[src/rtl/led_fade_driver.sv]
// Six-channel LED driver: captured pattern bits light at full brightness, cleared
// bits fade out linearly on a prescaled tick, and every channel is PWM-modulated.
module led_fade_driver #(
  parameter int unsigned PWM_BITS       = 8,
  parameter int unsigned FADE_DIV       = 105000,
  parameter int unsigned FADE_STEP      = 1,
  parameter bit          LED_ACTIVE_LOW = 1'b1
) (
  input  logic       clk,
  input  logic       rst_n,
  input  logic [5:0] value,
  input  logic       value_valid,
  output logic [5:0] led,
  output logic       busy
);

  localparam int unsigned N_LED = 6;
  localparam int unsigned DIV_W = 24;

  localparam logic [PWM_BITS-1:0] BMAX     = {PWM_BITS{1'b1}};
  localparam logic [PWM_BITS-1:0] C_ONE    = PWM_BITS'(1);
  localparam logic [PWM_BITS-1:0] PWM_LAST = BMAX - C_ONE;
  localparam logic [PWM_BITS-1:0] STEP     = PWM_BITS'(FADE_STEP);
  localparam logic [DIV_W-1:0]    DIV_LAST = DIV_W'(FADE_DIV - 1);
  localparam logic [DIV_W-1:0]    DIV_ONE  = DIV_W'(1);
  localparam logic [N_LED-1:0]    LED_OFF  = {N_LED{LED_ACTIVE_LOW}};

  logic [N_LED-1:0]    r_target;
  logic [PWM_BITS-1:0] r_bright [N_LED];
  logic [PWM_BITS-1:0] r_pwm_cnt;
  logic [DIV_W-1:0]    r_presc;
  logic [N_LED-1:0]    r_led;
  logic                r_busy;

  logic                w_tick;
  logic [N_LED-1:0]    w_target_nxt;
  logic [PWM_BITS-1:0] w_bright_nxt [N_LED];
  logic [N_LED-1:0]    w_lit;
  logic [N_LED-1:0]    w_fading;

  // Capture wins for set bits; cleared bits (old or newly captured) take the
  // saturating decrement from their pre-edge brightness on a tick.
  always_comb begin
    w_tick       = (r_presc == DIV_LAST);
    w_target_nxt = value_valid ? value : r_target;
    w_lit        = '0;
    w_fading     = '0;
    for (int i = 0; i < int'(N_LED); i++) begin
      w_bright_nxt[i] = r_bright[i];
      w_lit[i]        = (r_bright[i] > r_pwm_cnt);
      w_fading[i]     = !r_target[i] && (r_bright[i] != '0);
      if (value_valid && value[i]) begin
        w_bright_nxt[i] = BMAX;
      end else if (w_tick && !w_target_nxt[i]) begin
        w_bright_nxt[i] = (r_bright[i] > STEP) ? (r_bright[i] - STEP) : '0;
      end
    end
  end

  // State, counters and registered pin outputs.
  always_ff @(posedge clk or negedge rst_n) begin
    if (!rst_n) begin
      r_target  <= '0;
      r_pwm_cnt <= '0;
      r_presc   <= '0;
      r_led     <= LED_OFF;
      r_busy    <= 1'b0;
      for (int i = 0; i < int'(N_LED); i++) begin
        r_bright[i] <= '0;
      end
    end else begin
      r_target  <= w_target_nxt;
      r_pwm_cnt <= (r_pwm_cnt == PWM_LAST) ? '0 : (r_pwm_cnt + C_ONE);
      r_presc   <= w_tick ? '0 : (r_presc + DIV_ONE);
      r_led     <= w_lit ^ LED_OFF;
      r_busy    <= |w_fading;
      for (int i = 0; i < int'(N_LED); i++) begin
        r_bright[i] <= w_bright_nxt[i];
      end
    end
  end

  assign led  = r_led;
  assign busy = r_busy;

endmodule

[config.mk]
export PLATFORM = sky130hd
export DESIGN_NAME = led_fade_driver
export DESIGN_NICKNAME = d
export VERILOG_FILES = /design/src/rtl/led_fade_driver.sv
export SDC_FILE = /design/constraint.sdc
export NUM_CORES = 1
export LEC_CHECK = 0
export BUFFER_PORTS_ARGS = -buffer_cell sky130_fd_sc_hd__clkbuf_2
export CORE_MARGIN = 5
export CORE_UTILIZATION = 35
export DETAILED_ROUTE_END_ITERATION = 8
export GPL_TIMING_DRIVEN = 0
export PLACE_DENSITY = 0.55
export SLEW_MARGIN = 30
export SYNTH_ARGS = -nofsm -noshare
export SYNTH_HDL_FRONTEND = slang
export SYNTH_SLANG_ARGS = --single-unit
[constraint.sdc]
create_clock -name clk -period 2.8 [get_ports clk]
set_clock_uncertainty 0.2 [all_clocks]
set_input_delay 0.28 -clock clk [delete_from_list [all_inputs] [get_ports clk]]
set_output_delay 0.28 -clock clk [all_outputs]
set_load 0.02 [all_outputs]
== Word level (Yosys, flattened, before mapping) ==
Cells that the tools add are included.
Widths: inputs -> output; s select.

* Add/sub/neg operators: 8
* Order comparisons: 12
* Eq/ne operators: 2
* Multiplexer cells: 21
* Bitwise operators: 1
* Reduce and logical (&&, ||, !) cells: 43

{| class="wikitable"
|+ Operator list
! kind !! number
|-
| $mux 8 || 19
|-
| $gt 8x1->1 const B || 6
|-
| $gt 8x8->1 || 6
|-
| $reduce_bool 8->1 || 6
|-
| $sub 8x1->8 const B || 6
|-
| $add 24x1->24 const B || 1
|-
| $eq 24x17->1 const B || 1
|-
| $mux 24 || 1
|-
| $logic_and 1x1->1 || 18
|-
| $logic_not 1->1 || 12
|-
| $reduce_bool 2->1 || 6
|-
| $add 8x1->8 const B || 1
|-
| $eq 8x8->1 const B || 1
|-
| $mux 6 || 1
|-
| $not 6->6 || 1
|-
| $reduce_or 6->1 || 1
|}

* Register bits: 93
* Input bits: 9
* Output and inout port bits: 7
* Word-level logic and storage cells: 98

== Depth between registers and ports, before layout ==
Gate-level depths: netlist (run 1).

* Depth in word-level cells: 5
* Depth in mapped cells: 8

== Worst setup path after synthesis (run 1) ==
Ideal clock, no wire load.

* Path type: flip-flop to flip-flop
* Start point: register r_bright[26] (netlist bit)
* End point: register r_busy (netlist: busy)
* Setup time: 0.131 ns
* Arrival time: 1.861 ns
* Data required time: 2.469 ns
* Path slack: 0.608 ns
* Stages on the path, launching flop included: 7
* Buffers on the path: 1
* Cells stage by stage: dfrtp_1 or3_1 buf_6 nor2_4 a21oi_1 or4_1 or3_1

* Cells in the longest elaborated chain, start to end: 3

{| class="wikitable"
|+ Ends and longest elaborated chain
! element !! RTL line !! text
|-
| start: declaration || 29 || <nowiki>logic [PWM_BITS-1:0] r_bright [N_LED];</nowiki>
|-
| start signal: indexed assignment || 78 || <nowiki>r_bright[i] <= w_bright_nxt[i];</nowiki>
|-
| $reduce_bool 8->1 || 51 || <nowiki>w_fading[i] = !r_target[i] && (r_bright[i] != '0);</nowiki>
|-
| $logic_and 1x1->1 || 51 ||
|-
| $reduce_or 6->1 || 76 || <nowiki>r_busy <= |w_fading;</nowiki>
|-
| end signal: assignment || 76 ||
|-
| end: declaration || 33 || <nowiki>logic r_busy;</nowiki>
|}

No other way between the ends.
A chain may end at the register's enable or synchronous reset.

== Worst setup path in the final report (run 1) ==
* Start point: register r_presc[0]
* End point: register r_bright[27] (netlist bit)

* Cells in the longest elaborated chain, start to end: 3

{| class="wikitable"
|+ Ends and longest elaborated chain
! element !! RTL line !! text
|-
| start: declaration || 31 || <nowiki>logic [DIV_W-1:0] r_presc;</nowiki>
|-
| start signal: assignment || 74 || <nowiki>r_presc <= w_tick ? '0 : (r_presc + DIV_ONE);</nowiki>
|-
| $eq 24x17->1 || 44 || <nowiki>w_tick = (r_presc == DIV_LAST);</nowiki>
|-
| $logic_and 1x1->1 || 54 || <nowiki>end else if (w_tick && !w_target_nxt[i]) begin</nowiki>
|-
| $reduce_bool 2->1 (no source line) || n/a ||
|}

No other way between the ends.

==> summary.md, run 1 <==
| Metric | Value |
|---|---|
| Logic gate share of total power | 2.8% |
| Main synth FF type | dfrtp_1 |
| Leading area contributor after synthesis | dfrtp_1 |
| Critical setup path kind | reg2reg |
| Net Count, Synth | 687 |
| Flop pwr share | 50.0% |
| Worst-Skew Late Latency | 350 ps |
| Die Y | approximately 140 microns |
| Int Power | 2.08 mW |
| TritonCTS Sinks | between 90 and 100 |
| Final net count | 718 |
| First-pass iteration count of the detailed router | 5 |
| Seq/Total Area, Yosys | roughly two fifths |
| Power share of the clock group | 47.2% |
| Area contributors post-synth | dfrtp_1 (38%), ha_1 (15%), nor2_1 (3.5%) |
| Gr ovfl total | 0 |
| Ant diodes | 0 |
| RSZ-0062 raised after global routing | no |
| DRC Markers | 0 |
| Most frequent cells in the layout | dfrtp_1 (87), ha_1 (69), nor2_1 (54) |
| P per Cell Area | 416 nW/um^2 |
| Initial DRC count | 237 |
| Number of flops mapped to enable cells by yosys | 0 |
| CTS tree | built |
| Final-report hold violation count | 0 |
| First-pass GRT wire length | ~23000 microns |
| Initial antenna violation count | 0 |
| Non-filler cells, final | 865 |
| Tightest Pin Transition | 940 ps |
| Routed WL | about 13000 microns |
| CP endpoint kind | flop |
| Via/cell ratio | 5.43 |
| H-tree levels | 3 |
| Commonest non-fill, non-tap cell in the layout | dfrtp_1 |
| Share of the synthesized area in the top cell type | between 30% and 40% |
| Startpoint class of the critical path | flop |
| Port bufs | 15 |
| Clk pin slew, worst setup/hold paths | 70 ps |
| Setup tns final | 0 ps |
| RePlAce Congestion | approximately 0.84 |
| Average cell area after synthesis | ~9.5 sq um |
| CP arrival | 2650 ps |
| WP data required | roughly 2900 ps |
| Fin crit share | slightly above 90% |
| Distinct cells, synth | 50 |
| Die area | about 19000 sq um |
| Ys async rst share | 100% |
| Share of cells above drive strength 1 | 8.84% |
| Total GRT Usage | between 10% and 20% |
| Core Area | 16400 sq um |
| Initial core utilization | 35.3% |
| Dpl cells | about 850 |
| Switching pwr | around 0.63 mW |
| Yosys reg bits | between 90 and 100 |
| Slew headroom | 36.5% |
| Register Area | 2330 sq um |
| Std-Cell Rows | 47 |
| Die width | approximately 140 microns |
| Fmax | 388 MHz |
| Largest net degree at the start of global routing | 65 |
| Post-DR wirelength/cell | 15.6 microns |
| Synth Cell Area | 5780 sq um |
| R2R depth | 8 |
| CP Max Fanout | 10 |
| Worst min path class | in2reg |
| CTS Buf Count | 9 |
| Post-CTS sizing | 0 |
| Tmin final | between 2000 and 3000 ps |
| Area growth from synthesis to layout | 12.7% |
| Fin. max-slew vios | 0 |
| Max-cap violations | 0 |
| Vias in the first global route | 4543 |
| Filler cells | ~1600 |
| Setup violations, final | 0 |
| Synthesis warning total | 0 |
| Hold Path Depth | 3 |
| Max clock buf depth | 2 |
| Num ports | 16 |
| Root buf cell | clkbuf_16 |
| Via count | 4697 |
| Status | completed |
| Multi-input gate area | 3290 sq um |
| Leakage | 2.63 nW |
| Maximum VDD drop | between 0.2 and 0.3 mV |
| Mapped Cells | just over 600 |
| Sw Share | between 20% and 30% |
| Antenna-violating nets left | 0 |
| Post-DP HPWL | 9680 microns |
[power by group through the flow]
stage	sequential (mW)	combinational [mW]	clock (mW)
final	1.36	0.0759	1.28
after global routing	1.36	0.0878	1.39
after CTS	1.35	0.0802	1.32
after detailed placement	1.38	0.0788	0
after global placement	1.38	0.0716	0
after floorplan	1.38	0.0245	0
[kinds of logic after synthesis]
logic type      count (synthesis)  share of synthesized area [%]
simple gates                  261                           24.1
compound gates                118                           13.4
flops                          93                           40.4
fa+ha+maj                      69                           14.9
buf+inv                        40                           2.94
xor+xnor                       27                           4.09
mux                             1                          0.173
[layout make-up]
class / count / share of cell area, %
tap: 220 / 4.22
sequential: 93 / 35.8
inverter: 29 / 1.67
clock inverter: 7 / 1.27
multi-input combinational: 476 / 50.4
timing repair buffer: 20 / 2.21
buffer: 11 / 0.941
clock buffer: 9 / 3.46
[cells in the mapped netlist, types with 7 or more instances]
cell / n
nor4_1: 10
or4_1: 15
ha_1: 69
o211ai_1: 13
o21ai_0: 32
xnor2_1: 20
xor2_1: 7
nor2b_1: 12
nand4_1: 23
or3_1: 15
a21o_1: 7
a21oi_1: 24
nand2_1: 49
nor3_1: 12
nand2b_1: 13
o311ai_0: 15
nand3_1: 37
nor2_1: 54
inv_1: 29
dfrtp_1: 87
[worst paths after layout]
check,from,endpoint,slack (ps)
setup / recovery,r_presc[0]$_DFF_PN0_,r_bright[27]$_DFFE_PN0P_,220
setup reg to reg,r_presc[0]$_DFF_PN0_,r_bright[27]$_DFFE_PN0P_,220
max in group asynchronous,rst_n,led[1]$_DFF_PN1_,1600
hold / removal,value[5],r_bright[3]$_DFFE_PN0P_,50
hold reg to reg,r_presc[23]$_DFF_PN0_,r_presc[23]$_DFF_PN0_,280
min in group asynchronous,rst_n,r_bright[28]$_DFFE_PN0P_,190
[flip-flops by register name (all words and copies together) (netlist names)]
name,cells
busy,1
r_presc,24
r_pwm_cnt,8
r_target,6
r_bright,48
led,6
[stage by stage]
stage | instance area [sq um] | hold WS, ps | setup slack [ps] | power, mW | util [%]
floorplan | 5780 | -216 | 608 | 1.40 | -
finish | 6520 | 53.8 | 225 | 2.71 | 39.7
global placement | 6130 | 261 | 1.12 | 1.45 | 37.4
global route | 6520 | 71.4 | 36.5 | 2.83 | 39.7
CTS | 6490 | 44.0 | 11.1 | 2.76 | 39.5
detailed placement | 6170 | -5.90 | -16.1 | 1.46 | 37.6
[per-layer routing]
layer | routed length, microns | GRT usage, % | share of wire, % | vias to the layer above
li1 | - | - | - | 2315
met1 | 6360 | 19.0 | 47 | 2301
met2 | 6580 | 24.6 | 49 | 69
met3 | 380 | 3.21 | 2.8 | 12
met4 | 165 | 4.11 | 1.2 | 0
met5 | 0 | 0 | 0 | -
[worst max-delay path, cell delays in order (launching register included)]
cell and delay (ps):
dfrtp_1 390, ha_1 240, nand2_1 130, nor4_4 210
buf_4 190, buf_2 280, nand4_1 240, or4_1 520
nand3_1 90
[what timing repair did]
action,CTS,global route
pin swaps,1,1
buffers inserted,0,3
endpoints found under the hold margin,91,0
hold buffers,1,0
endpoints found under the setup margin,4,9
No activity file was read; power rests on OpenSTA's default activity.
==> inputs of run 2 (changes only) <==
--- a/config.mk
+++ b/config.mk
@@ -5,6 +5,7 @@
 export SDC_FILE = /design/constraint.sdc
 export NUM_CORES = 1
 export LEC_CHECK = 0
+export ABC_AREA = 1
 export BUFFER_PORTS_ARGS = -buffer_cell sky130_fd_sc_hd__clkbuf_2
 export CORE_MARGIN = 5
 export CORE_UTILIZATION = 35
==> run 2 against run 1 <==
Wire length is 24% higher. Setup slack better by 270 ps. Non-clock buffer count shrank 7. Clock power about the same. Sequential power increased by 6%. Register-to-register slack improved by 270 ps. Sequential cell count stayed put. Critical path depth increased by 1. Largest cell class unchanged. Largest power group unchanged.
==> summary.md, run 2 <==
| Metric | Value |
|---|---|
| Status | completed |
| Final-report hold violation count | 0 (unchanged) |
| Worst-Skew Late Latency | 350 ps (about the same) |
| Setup slack, reg-to-reg | 490 ps (+270 ps) |
| Initial DRC count | 414 (+75%) |
| Fmax | 434 MHz (+12%) |
| Critical path origin | r_presc[0]$_DFF_PN0_ |
| Final worst slack | 494 ps (+269 ps) |
| Regs by FF count | r_bright x48, r_presc x24, r_pwm_cnt x8 |
| Post-CTS sizing | 0 (unchanged) |
| Critical setup path kind | reg2reg |
| Max-cap violations | 0 (unchanged) |
| Most numerous cell in the Yosys netlist | nand2_1 |
| Leading area contributor after synthesis | dfrtp_1 |
| TritonCTS Sinks | 93 (unchanged) |
| Fin crit share | 82.4% (-9.6 points) |
| Synth Cell Area | 6810 sq um (+18%) |
| Setup violations, final | 0 (unchanged) |
| RSZ-0062 raised after global routing | no |
| Slew headroom | 51.9% (+15 points) |
| Hold Path Depth | 3 (unchanged) |
| Non-filler cells, final | 1250 (+45%) |
| Post-DR wirelength/cell | 13.4 microns (-14%) |
| Fin. max-slew vios | 0 (unchanged) |
| Final net count | 1058 (+47%) |
| Tightest Pin Transition | 715 ps (-225 ps) |
| Initial core utilization | 35.2% (-0.052 points) |
| CP Max Fanout | 7 (-3) |
| Most flop-heavy register | r_bright |
| H-tree levels | 3 (unchanged) |
| Max clock buf depth | 2 (unchanged) |
| Std-Cell Rows | 51 (+8.5%) |
| Leakage | 3.75 nW (+43%) |
| Maximum VDD drop | 0.272 mV (-0.29%) |
| Gr ovfl total | 0 (unchanged) |
| Number of flops mapped to enable cells by yosys | 0 (unchanged) |
| First-pass GRT wire length | 28000 microns (+21%) |
| Die width | 149 microns (+7.9%) |
| P per Cell Area | 412 nW/um^2 (-0.89%) |
| CTS tree | built |
| Via/cell ratio | 4.72 (-13%) |
| Core Util, Final | 39.1% (-0.64 points) |
| Startpoint class of the critical path | flop |
| Power, Total | 3.12 mW (+15%) |
| Setup tns final | 0 ps (unchanged) |
| Total GRT Usage | 15.8% (+1.2 points) |
| CTS Buf Count | 9 (unchanged) |
| Via count | 5905 (+26%) |
| CTS Hold Buffers Added | 1 (unchanged) |
| Distinct cells, synth | 32 (-36%) |
| Die area | 22300 sq um (+16%) |
| Yosys reg bits | 93 (unchanged) |
| Design area | 7560 sq um (+16%) |
| Main synth FF type | dfrtp_1 |
| R2R Path Start | r_presc[0]$_DFF_PN0_ |
| Dpl cells | 1233 (+46%) |
| Average cell area after synthesis | 7.14 sq um (-25%) |
| Seq/Total Area, Yosys | 34.3% (-6.1 points) |
| Routed WL | 16700 microns (+24%) |
| Critical Path End | r_bright[40]$_DFFE_PN0P_ |
| Port bufs | 14 (-1) |
| Num ports | 16 (unchanged) |
| Mapped Cells | 953 (+56%) |
| Share of cells above drive strength 1 | 6.80% (-2.0 points) |
| Clk pin slew, worst setup/hold paths | 70 ps (about the same) |
| Minimum hold slack | 23.0 ps (-30.9 ps) |
| Ys async rst share | 100% (unchanged) |
| Initial antenna violation count | 0 (unchanged) |
| Net Count, Synth | 1031 (+50%) |
| Post-DP HPWL | 12100 microns (+25%) |
| Area contributors post-synth | dfrtp_1 (32%), nand2_1 (15%), ha_1 (13%) |
| Tmin final | 2310 ps (-269 ps) |
| WP data required | 2890 ps (about the same) |
| Share of the synthesized area in the top cell type | 32.0% (-5.7 points) |
| Area growth from synthesis to layout | 11.0% |
| Most frequent cells in the layout | nand2_1 (263), nor2_1 (126), inv_1 (111) |
| Commonest non-fill, non-tap cell in the layout | nand2_1 |
| First-pass iteration count of the detailed router | 6 (+1) |
| RePlAce Congestion | 0.840 (-0.20%) |
| CP endpoint kind | flop |
| Worst r2r dst | r_bright[40]$_DFFE_PN0P_ |
| CP arrival | 2400 ps (-250 ps) |
| Worst min path class | in2reg |
| Synth top cells by count | nand2_1 (263), nor2_1 (126), inv_1 (111) |
| Largest net degree at the start of global routing | 76 (+17%) |
| R2R depth | 9 (+1) |
| Root buf cell | clkbuf_16 |
| Synthesis warning total | 0 (unchanged) |
| Die Y | 149 microns (+7.9%) |
| Placement Setup Slack | 563 ps (+579 ps) |
| Post-CTS setup buffers | 0 (unchanged) |
| Number of flip-flops under the largest register name | 48 (unchanged) |
| Core Area | 19300 sq um (+18%) |
| DRC Markers | 0 (unchanged) |
| Ant diodes | 0 (unchanged) |
| Placed cell area | 7240 sq um (+17%) |
| Vias in the first global route | 5441 (+20%) |
| Antenna-violating nets left | 0 (unchanged) |
run 2: changes by cell type after synthesis, moves of 12 or more:
cell      before  now
nor2_1        54  126
nand3_1       37  101
nand2_1       49  263
inv_1         29  111
or3_1         15    0
or4_1         15    0
nand2b_1      13    0
o211ai_1      13    0
a21oi_1       24   45
nor2b_1       12    0
o311ai_0      15    0
xnor2_1       20    7
run 2: critical path, cell delays in order, from the launching register on:
cell and delay (ps):
dfrtp_1 410, ha_1 290, inv_1 60, nor2_1 100
nand2_1 70, nor2_1 560, nand3_1 290, nand2_1 150
nand2_1 60, nand2_1 60
run 2: routing by layer:
| metal | part of all wire (%) | vias up | GRT usage [%] |
|---|---|---|---|
| met4 | 1.8 | 0 | 4.99 |
| li1 | - | 3150 | - |
| met2 | 43 | 98 | 24.3 |
| met3 | 3.5 | 16 | 2.06 |
| met1 | 52 | 2641 | 23.0 |
| met5 | 0 | - | 0 |
run 2: how the worst min path moves through the flow:
stage / start / endpoint / slack, ps
after floorplan: rst_n / busy$_DFF_PN0_ / -220
after global placement: r_presc[22]$_DFF_PN0_ / r_presc[22]$_DFF_PN0_ / 290
after detailed placement: rst_n / r_bright[47]$_DFFE_PN0P_ / -40
after CTS: value[2] / r_target[2]$_DFF_PN0_ / 10
after global routing: value[2] / r_target[2]$_DFF_PN0_ / 30
final: value[3] / r_target[3]$_DFF_PN0_ / 20
run 2: cells by family after synthesis:
kind of cell | Yosys count | share of synthesized area (%)
simple gates | 558 | 36.7
buf+inv | 123 | 6.91
fa+ha+maj | 69 | 12.7
flops | 93 | 34.3
xor+xnor | 20 | 2.57
compound gates | 90 | 6.80
run 2: area by class of cell:
| cell class | instances | area, sq um |
|---|---|---|
| sequential | 93 | 2330 |
| buffer | 8 | 38.8 |
| inverter | 115 | 432 |
| clock buffer | 9 | 225 |
| timing repair buffer | 16 | 116 |
| tap | 265 | 332 |
| multi-input combinational | 737 | 4000 |
| clock inverter | 7 | 76.3 |
| fill | 2039 | 11800 |
run 2: where the power goes:
group,internal [mW],switching (mW)
registers,1.39,0.0480
clock network,0.694,0.578
logic,0.151,0.255
==> inputs of run 3 (changes only) <==
--- a/config.mk
+++ b/config.mk
@@ -5,7 +5,7 @@
 export SDC_FILE = /design/constraint.sdc
 export NUM_CORES = 1
 export LEC_CHECK = 0
-export ABC_AREA = 1
+export ABC_AREA = 0
 export BUFFER_PORTS_ARGS = -buffer_cell sky130_fd_sc_hd__clkbuf_2
 export CORE_MARGIN = 5
 export CORE_UTILIZATION = 35
==> constraint.sdc (replaced) <==
create_clock -name clk -period 2.2 [get_ports clk]
set_clock_uncertainty 0.2 [all_clocks]
set_input_delay 0.22 -clock clk [delete_from_list [all_inputs] [get_ports clk]]
set_output_delay 0.22 -clock clk [all_outputs]
set_load 0.02 [all_outputs]
==> run 3 against run 2 <==
The run now ends with negative setup slack left. Final cell count down 27%. Combinational power down 75%. Die area decreased by 14%. Wire length fell by 13%. Sequential cell count unchanged. Count of clock-buffer cells in the layout did not move. Critical path type unchanged. First-iteration DRC count shrank 39%. Utilization increased by 5.1 points. Via count is 17% lower. Setup slack worse by 600 ps. Highest routed layer unchanged. Final area decreased by 4.1%.
==> summary.md, run 3 (synthesized netlist as in run 1, its figures left out) <==
| Metric | Value |
|---|---|
| Worst-Skew Late Latency | 360 ps (about the same) |
| Initial core utilization | 35.3% (+0.052 points) |
| Non-filler cells, final | 912 (-27%) |
| Dpl cells | 845 (-31%) |
| Via count | 4908 (-17%) |
| Critical setup path kind | reg2reg |
| Logic gate share of total power | 3.0% (-10 points) |
| Max-cap violations | 0 (unchanged) |
| Number of flip-flops under the largest register name | 48 (unchanged) |
| RePlAce Congestion | 0.842 (+0.20%) |
| Port bufs | 15 (+1) |
| Via/cell ratio | 5.38 (+14%) |
| Root buf cell | clkbuf_16 |
| Failing checks | negative setup slack |
| Post-DR wirelength/cell | 15.9 microns (+19%) |
| Int Power | 2.65 mW (+18%) |
| Routed WL | 14500 microns (-13%) |
| Met2 Use GR | 26.4% (+2.1 points) |
| Std-Cell Rows | 47 (-7.8%) |
| Register Area | 2350 sq um (+0.48%) |
| Grt met1 use | 19.7% (-3.3 points) |
| Flop pwr share | 49.7% (+3.6 points) |
| Die Y | 139 microns (-7.3%) |
| Status | finished, violations left |
| Most flop-heavy register | r_bright |
| Die area | 19200 sq um (-14%) |
| Setup violations, final | 8 (+8) |
| Switching pwr | 0.824 mW (-6.5%) |
| Filler cells | 1566 (-23%) |
| First-pass iteration count of the detailed router | 5 (-1) |
| Core Area | 16400 sq um (-15%) |
| Fmax | 434 MHz (+0.20%) |
| TritonCTS Sinks | 93 (unchanged) |
| P per Cell Area | 479 nW/um^2 (+16%) |
| Slew headroom | 52.1% (+0.14 points) |
| Leakage | 3.03 nW (-19%) |
| Gr ovfl total | 0 (unchanged) |
| Met3 Track Usage GR | 3.24% (+1.2 points) |
| Final net count | 765 (-28%) |
| CTS Buf Count | 9 (unchanged) |
| Most frequent cells in the layout | dfrtp_1 (78), ha_1 (68), nor2_1 (51) |
| Share of cells above drive strength 1 | 21.8% (+15 points) |
| Commonest non-fill, non-tap cell in the layout | dfrtp_1 |
| Power share of the clock group | 47.3% (+6.5 points) |
| Regs by FF count | r_bright x48, r_presc x24, r_pwm_cnt x8 |
| Sw Share | 23.7% (-4.5 points) |
| Tightest Pin Transition | 719 ps (+3.84 ps) |
| Critical Path End | busy$_DFF_PN0_ |
| Worst min path class | in2reg |
| Setup slack, reg-to-reg | -100 ps (-600 ps) |
| Critical path origin | r_bright[29]$_DFFE_PN0P_ |
| Clk pin slew, worst setup/hold paths | 70 ps (about the same) |
| Core Util, Final | 44.2% (+5.1 points) |
| DRC Markers | 0 (unchanged) |
| Initial DRC count | 251 (-39%) |
| R2R Path Start | r_bright[29]$_DFFE_PN0P_ |
| Initial antenna violation count | 0 (unchanged) |
| Maximum VDD drop | 0.352 mV (+29%) |
| CP Max Fanout | 7 (unchanged) |
| Final worst slack | -102 ps (-595 ps) |
| Post-DP HPWL | 9680 microns (-20%) |
| Ant diodes | 0 (unchanged) |
| Total GRT Usage | 15.3% (-0.43 points) |
| Multi-input gate area | 3540 sq um (-11%) |
| Die width | 139 microns (-7.3%) |
| H-tree levels | 3 (unchanged) |
| First-pass GRT wire length | 24400 microns (-13%) |
| R2R depth | 5 (-4) |
| Antenna-violating nets left | 0 (unchanged) |
| Area growth from synthesis to layout | 25.3% |
| Num ports | 16 (unchanged) |
| Tmin final | 2300 ps (-4.54 ps) |
| CP arrival | 2340 ps (-60 ps) |
| Worst r2r dst | busy$_DFF_PN0_ |
| Largest net degree at the start of global routing | 65 (-14%) |
| CTS tree | built |
| Vias in the first global route | 4847 (-11%) |
| RSZ-0062 raised after global routing | yes |
| Max clock buf depth | 2 (unchanged) |
| Fin crit share | 105% (+22 points) |
| Fin. max-slew vios | 0 (unchanged) |
| Startpoint class of the critical path | flop |
| Final-report hold violation count | 0 (unchanged) |
| WP data required | 2230 ps (-660 ps) |
| CP endpoint kind | flop |
| Top Usage Layer GRT | met2 |
==> run 3: per-stage QoR <==
stage	TNS, ps	instance area [sq um]	power (mW)	setup slack (ps)	hold WS (ps)
finish	-338	7250	3.47	-102	72.1
global route	-2530	7250	3.61	-186	96.2
CTS	-562	6940	3.52	-110	61.8
detailed placement	-19250	6170	1.86	-616	-65.9
global placement	-64380	6130	1.85	-596	261
floorplan	0	5780	1.79	7.69	-276
==> run 3: how the worst min path moves through the flow <==
stage / slack (ps) / from / endpoint / cells after the start
final: 70 / value_valid / r_target[5]$_DFF_PN0_ / 3
after global routing: 100 / value[2] / r_target[2]$_DFF_PN0_ / 3
after CTS: 60 / value_valid / r_target[5]$_DFF_PN0_ / 3
after detailed placement: -70 / rst_n / r_bright[29]$_DFFE_PN0P_ / 1
after global placement: 260 / r_presc[23]$_DFF_PN0_ / r_presc[23]$_DFF_PN0_ / 1
after floorplan: -280 / rst_n / busy$_DFF_PN0_ / 0
==> run 3: timing repair <==
item                                    in CTS  in global routing
hold buffers                                 2                  0
gates cloned                                 0                  1
endpoints found under the setup margin      58                 49
resized for setup                           51                 44
setup buffers                               30                 18
hold endpoints to repair                    92                  0
pin swaps                                   15                 16
==> run 3: power by group through the flow <==
stage / clock network, mW / logic [mW] / registers, mW
after floorplan: 0 / 0.0312 / 1.76
after global placement: 0 / 0.0911 / 1.76
after detailed placement: 0 / 0.100 / 1.76
after CTS: 1.69 / 0.106 / 1.72
after global routing: 1.76 / 0.118 / 1.73
final: 1.64 / 0.103 / 1.73
==> run 3: worst max-delay path, stage by stage (launching register included) <==
cell,delay (ps)
dfrtp_1,480
or3_4,450
nor2_4,130
a21oi_2,80
or4_4,530
or3_1,310
==> run 3: final cells by class <==
class	count	share of cell area, %
multi-input combinational	476	48.9
sequential	93	32.4
timing repair buffer	67	7.51
tap	220	3.80
clock buffer	9	3.11
buffer	11	1.66
inverter	29	1.50
clock inverter	7	1.14
==> run 3: routing by layer <==
metal / up-vias / share of wire (%)
li1: 2409 / -
met1: 2434 / 47
met2: 54 / 50
met3: 11 / 2.4
met4: 0 / 0.94
met5: - / 0
